**src/rtl/uram_req_ctrl.sv**
```systemverilog
// Valid/ready request front end for one URAM port: registers the array port signals,
// tracks the fixed read latency and buffers read data in a credit-guarded response FIFO.
module uram_req_ctrl #(
  parameter int ADDR_W    = 16,
  parameter int RD_LAT    = 2,
  parameter int RSP_DEPTH = 4
) (
  input  logic                           clk,
  input  logic                           rst,
  input  logic                           req_valid,
  output logic                           req_ready,
  input  logic                           req_wr,
  input  logic [ADDR_W-1:0]              req_addr,
  input  logic [8:0]                     req_bwe,
  input  logic [71:0]                    req_data,
  output logic                           rsp_valid,
  input  logic                           rsp_ready,
  output logic [71:0]                    rsp_data,
  output logic                           URAM_EN,
  output logic                           URAM_RDB_WR,
  output logic [22:0]                    URAM_ADDR,
  output logic [8:0]                     URAM_BWE,
  output logic [71:0]                    URAM_DIN,
  input  logic [71:0]                    URAM_DOUT,
  output logic [$clog2(RSP_DEPTH+1)-1:0] rd_outstanding
);

  localparam int CW = $clog2(RSP_DEPTH + 1);
  localparam int PW = (RSP_DEPTH > 1) ? $clog2(RSP_DEPTH) : 1;

  logic              r_en;
  logic              r_rdb_wr;
  logic [22:0]       r_addr;
  logic [8:0]        r_bwe;
  logic [71:0]       r_din;
  logic [RD_LAT-1:0] r_lat;
  logic [71:0]       r_mem [RSP_DEPTH];
  logic [PW-1:0]     r_wptr;
  logic [PW-1:0]     r_rptr;
  logic [CW-1:0]     r_count;
  logic [CW-1:0]     r_outstanding;
  logic              r_rsp_valid;
  logic [71:0]       r_rsp_data;

  logic              w_accept;
  logic              w_rd_accept;
  logic              w_lat_in;
  logic              w_push;
  logic              w_pop;
  logic [PW-1:0]     w_wptr_inc;
  logic [PW-1:0]     w_rptr_inc;
  logic [CW-1:0]     w_count_next;
  logic [71:0]       w_head_next;

  function automatic logic [PW-1:0] ptr_inc(input logic [PW-1:0] p);
    return (p == PW'(RSP_DEPTH - 1)) ? '0 : p + 1'b1;
  endfunction

  // Credit check only gates reads; writes never need a response slot.
  assign req_ready   = !rst && (req_wr || (r_outstanding != CW'(RSP_DEPTH)));
  assign w_accept    = req_valid && req_ready;
  assign w_rd_accept = w_accept && !req_wr;

  always_ff @(posedge clk) begin
    if (rst) begin
      r_en     <= 1'b0;
      r_rdb_wr <= 1'b0;
      r_addr   <= '0;
      r_bwe    <= '0;
      r_din    <= '0;
    end else begin
      r_en     <= w_accept;
      r_rdb_wr <= w_accept && req_wr;
      r_bwe    <= (w_accept && req_wr) ? req_bwe : '0;
      if (w_accept) begin
        r_addr <= 23'(req_addr);
        r_din  <= req_wr ? req_data : '0;
      end
    end
  end

  // Bit 0 is set by a read currently on the array port; the top bit marks DOUT valid.
  assign w_lat_in = r_en && !r_rdb_wr;
  assign w_push   = r_lat[RD_LAT-1];

  always_ff @(posedge clk) begin
    if (rst) begin
      r_lat <= '0;
    end else begin
      r_lat[0] <= w_lat_in;
      for (int i = 1; i < RD_LAT; i++) begin
        r_lat[i] <= r_lat[i-1];
      end
    end
  end

  assign w_pop      = r_rsp_valid && rsp_ready;
  assign w_wptr_inc = ptr_inc(r_wptr);
  assign w_rptr_inc = ptr_inc(r_rptr);

  always_comb begin
    w_count_next = r_count;
    if (w_push && !w_pop) begin
      w_count_next = r_count + 1'b1;
    end else if (!w_push && w_pop) begin
      w_count_next = r_count - 1'b1;
    end
  end

  // Head register bypasses DOUT when the incoming word becomes the new head.
  always_comb begin
    w_head_next = r_rsp_data;
    if (w_pop) begin
      if (r_count == CW'(1)) begin
        if (w_push) begin
          w_head_next = URAM_DOUT;
        end
      end else begin
        w_head_next = r_mem[w_rptr_inc];
      end
    end else if (w_push && (r_count == '0)) begin
      w_head_next = URAM_DOUT;
    end
  end

  always_ff @(posedge clk) begin
    if (w_push) begin
      r_mem[r_wptr] <= URAM_DOUT;
    end
  end

  always_ff @(posedge clk) begin
    if (rst) begin
      r_wptr      <= '0;
      r_rptr      <= '0;
      r_count     <= '0;
      r_rsp_valid <= 1'b0;
      r_rsp_data  <= '0;
    end else begin
      if (w_push) begin
        r_wptr <= w_wptr_inc;
      end
      if (w_pop) begin
        r_rptr <= w_rptr_inc;
      end
      r_count     <= w_count_next;
      r_rsp_valid <= (w_count_next != '0);
      r_rsp_data  <= w_head_next;
    end
  end

  always_ff @(posedge clk) begin
    if (rst) begin
      r_outstanding <= '0;
    end else if (w_rd_accept && !w_pop) begin
      r_outstanding <= r_outstanding + 1'b1;
    end else if (!w_rd_accept && w_pop) begin
      r_outstanding <= r_outstanding - 1'b1;
    end
  end

  assign URAM_EN        = r_en;
  assign URAM_RDB_WR    = r_rdb_wr;
  assign URAM_ADDR      = r_addr;
  assign URAM_BWE       = r_bwe;
  assign URAM_DIN       = r_din;
  assign rsp_valid      = r_rsp_valid;
  assign rsp_data       = r_rsp_data;
  assign rd_outstanding = r_outstanding;

endmodule

```
**config.mk**
```make
export PLATFORM = sky130hd
export DESIGN_NAME = uram_req_ctrl
export DESIGN_NICKNAME = d
export VERILOG_FILES = /design/src/rtl/uram_req_ctrl.sv
export SDC_FILE = /design/constraint.sdc
export NUM_CORES = 1
export LEC_CHECK = 0
export CAP_MARGIN = 40
export CORE_MARGIN = 4
export CORE_UTILIZATION = 55
export CTS_CLUSTER_SIZE = 16
export DETAILED_ROUTE_END_ITERATION = 6
export PLACE_DENSITY = 0.95
export SETUP_SLACK_MARGIN = 0.02
export SLEW_MARGIN = 20
export SYNTH_ARGS = -nofsm -noshare
export SYNTH_HDL_FRONTEND = slang
export SYNTH_SLANG_ARGS = --single-unit
```
**constraint.sdc**
```tcl
create_clock -name clk -period 5.65 [get_ports clk]
set_input_delay 1.13 -clock clk [delete_from_list [all_inputs] [get_ports clk]]
set_output_delay 1.13 -clock clk [all_outputs]
set_load 0.02 [all_outputs]
```
==> reports/results.md <==
| Parameter | Value |
|---|---|
| Outcome | completed |
| Share of post-route cells with drive strength above 1 | 11.4% |
| RSZ-0062 raised after global routing | false |
| Fmax | 269 MHz |
| Startpoint of the lowest-slack register-to-register path | rd_outstanding[0] |
| Starting utilization of the core area | 55.7% |
| Cts hold-fix bufs | 0 |
| Half-perimeter wire length after placement | 28900 um |
| Vias per inst | 5.67 |
| Final routed wire length divided by cell count | 21.7 um |
| Detailed router's first-iteration violation count | 764 |
| Post-CTS Setup Inserts | 0 |
| Number of standard cells after synthesis | 1348 |
| Number of violations of the max-capacitance limit | 0 |
| WP data arrival | 2.59 ns |
| Total area of multi-input combinational cells | 5260 um^2 |
| Via count of the first global-routing pass | 12900 |
| Commonest non-fill, non-tap cells in the layout | sky130_fd_sc_hd__clkdlybuf4s50_1 (347), sky130_fd_sc_hd__edfxtp_1 (288), sky130_fd_sc_hd__dfxtp_1 (183), sky130_fd_sc_hd__a21oi_1 (147), sky130_fd_sc_hd__mux2i_1 (145) |
| Final worst path period share | 65.8% |
| Count of clock tree sinks | 472 |
| Part of the Yosys area used for sequential elements | 68.0% |
| Setup slack, reg-to-reg | 3.02 ns |
| Maximum number of pins on one net before global-route repair | 87 |
| Number of H-tree levels | 2 |
| Clock Latency Late Sink | 0.54 ns |
| Share of the synthesized area in the top cell type | 47.7% |
| Number of buffers on the longest clock path | 3 |
| Critical path endpoint | req_ready |
| Ys Warns | 0 |
| Core Box Area | 32500 um^2 |
| Total congestion overflow | 0 |
| Leak Pwr | 8.35 nW |
| Final count of pins violating max slew | 0 |
| Classification of the worst-slack hold path | reg2reg |
| Post-detailed-routing wire length | 46700 um |
| Vertical die dimension | 190 um |
| Synth area leader | sky130_fd_sc_hd__edfxtp_1 |
| Antenna violations before repair | 4 |
| Setup total negative slack | 0 ns |
| Min Clock Period, post-route | 3.72 ns |
| First-pass GRT wire length | 71400 um |
| Mean instance size in the synthesized netlist | 13.5 um^2 |
| Post-Route Skew | 0.0197 ns |
| Root Buffer Master | sky130_fd_sc_hd__clkbuf_16 |
| Count of nets left with antenna violations after detail routing | 0 |
| Routability cong. | 0.884 |
| Clock transition time at the flip-flop clock pins of the worst setup and hold paths | 0.06 ns |
| DIE AREA | 35900 um^2 |
| Required time at the endpoint of the critical path | 4.52 ns |
| Filler Cell Count | 2015 |
| Kind of start point of the critical path | primary input |
| Setup Crit Path Kind | in2out |
| Layout Nets | 1858 |
| Most frequent standard cell in the layout excluding fill and tap cells | sky130_fd_sc_hd__clkdlybuf4s50_1 |
| Main flop type after synthesis | sky130_fd_sc_hd__edfxtp_1 |
| Number of vias after detailed routing | 12200 |
| CP Max Fanout | 20 |
| Reg2Reg Capture Point | URAM_DIN[10] |
| Slew at the pin closest to its max-slew limit | 0.820 ns |
| Cells on worst reg2reg path | 7 |
| Biggest area contributors in the synthesized netlist | sky130_fd_sc_hd__edfxtp_1 (48%), sky130_fd_sc_hd__dfxtp_1 (20%), sky130_fd_sc_hd__mux2i_1 (8.0%) |
| Global router's overall resource usage | 25.1% |
| Chip Width | 190 um |
| I/O pins | 357 |
| Clock tree from TritonCTS | yes |
| Final setup violation count | 0 |
| Num rows | 66 |
| Distinct cell type count after synthesis | 42 |
| Normalized max-slew margin | 45.3% |
| Number of resized instances in the post-cts repair step | 0 |
| P&R area growth vs syn | 29.2% |
| Remaining design rule violation count | 0 |
| Number of iterations in the first detailed-routing pass | 7 |
| Clock buffer count from CTS | 47 |
| Setup crit end kind | primary output |
| Total of buffers placed on input and output ports | 349 |
| Footprint of the flip-flops and latches | 12300 um^2 |
| Final core utilization | 72.0% |
| Final hold vios | 0 |
| Share of synthesized flip-flops with an asynchronous set or reset | 0% |
| Start point of the critical path | rst |
| Post-synth EDFFs | 288 |
| Pwr Density | 362 nW/um^2 |
| Worst supply voltage drop on vdd | 0.000255 V |
| Post-Synthesis Cell Area | 18100 um^2 |
| Flip-flop and latch count after synthesis | 472 |
==> synth_stat cells (all sizes together) (3+ instances only) <==
library cell	instances
mux2i	145
mux2	72
a21oi	147
and2	15
nand3	73
nor2	79
nor2b	4
inv	9
clkbuf	33
o21ai	20
nand2	110
or3	3
buf	68
ha	10
dfxtp	184
o22ai	71
edfxtp	288
==> power by group <==
group / switching [mW] / internal (mW) / leakage (nW)
Clock: 1.24 / 1.70 / 0.731
Sequential: 0.127 / 3.81 / 4.09
Combinational: 0.874 / 0.720 / 3.53
Total: 2.24 / 6.23 / 8.35
==> cell families (layout without fill, tap and decap cells) <==
group,after synthesis,after routing,share of synthesized area (%)
compound gates,241,241,7.25
buf+inv,110,468,3.34
other cells,1,8,0.0207
flops,472,472,68.0
fa+ha+maj,11,11,0.801
xor+xnor,4,4,0.193
simple gates,291,291,7.78
mux,218,218,12.6
==> layer usage <==
metal  vias to the layer above  global-route usage, %  wire length, um
met5                         -                      0               39
met4                         6                   8.60             1640
met3                       109                   7.06             4080
met2                       539                   45.0            24000
met1                      5982                   29.1            16800
li1                       5584                      -                -
==> through the flow <==
stage | total power, mW | std cells | setup WS (ns) | area, um^2 | hold WS (ns)
after detailed placement | 5.58 | 2064 | 1.78 | 21900 | 0.429
after CTS | 8.53 | 2152 | 1.94 | 23400 | 0.434
after global placement | 5.52 | 2061 | 1.92 | 21800 | 0.418
final | 8.47 | 2155 | 1.93 | 23400 | 0.440
after global routing | 8.81 | 2155 | 1.86 | 23400 | 0.451
after floorplan | 4.92 | 1354 | 2.61 | 18200 | 0.414
==> flip-flops by register name, summed over array words and instances (netlist names), 2 cells and up <==
name,count
r_mem,288
URAM_DIN,72
rsp_data,72
URAM_ADDR,16
URAM_BWE,9
r_count,3
rd_outstanding,3
r_lat,2
r_rptr,2
r_wptr,2
==> how the worst min path moves through the flow <==
stage	start	to	slack, ns	depth (start not counted)
6_report	URAM_RDB_WR	r_lat[0]	0.44	1
2_1_floorplan	r_lat[0]	r_lat[1]	0.41	1
3_3_place_gp	URAM_RDB_WR	r_lat[0]	0.42	1
4_1_cts	URAM_RDB_WR	r_lat[0]	0.43	1
5_1_grt	URAM_RDB_WR	r_lat[0]	0.45	1
3_5_place_dp	URAM_RDB_WR	r_lat[0]	0.43	1
==> area by class of cell <==
type,count,area share [%]
Clock inverter,15,0.401
Multi-Input combinational cell,772,22.5
Inverter,9,0.150
Tap cell,442,2.36
Antenna cell,1,0.0107
Timing Repair Buffer,371,16.0
Sequential cell,472,52.7
Clock buffer,73,5.96
==> worst max-delay path: stages <==
cell and delay, ns:
sky130_fd_sc_hd__buf_2 0.11, sky130_fd_sc_hd__inv_1 0.51, sky130_fd_sc_hd__and2_1 0.23, sky130_fd_sc_hd__clkdlybuf4s50_1 0.60
Note: power is estimated with default switching activity, not from simulation.
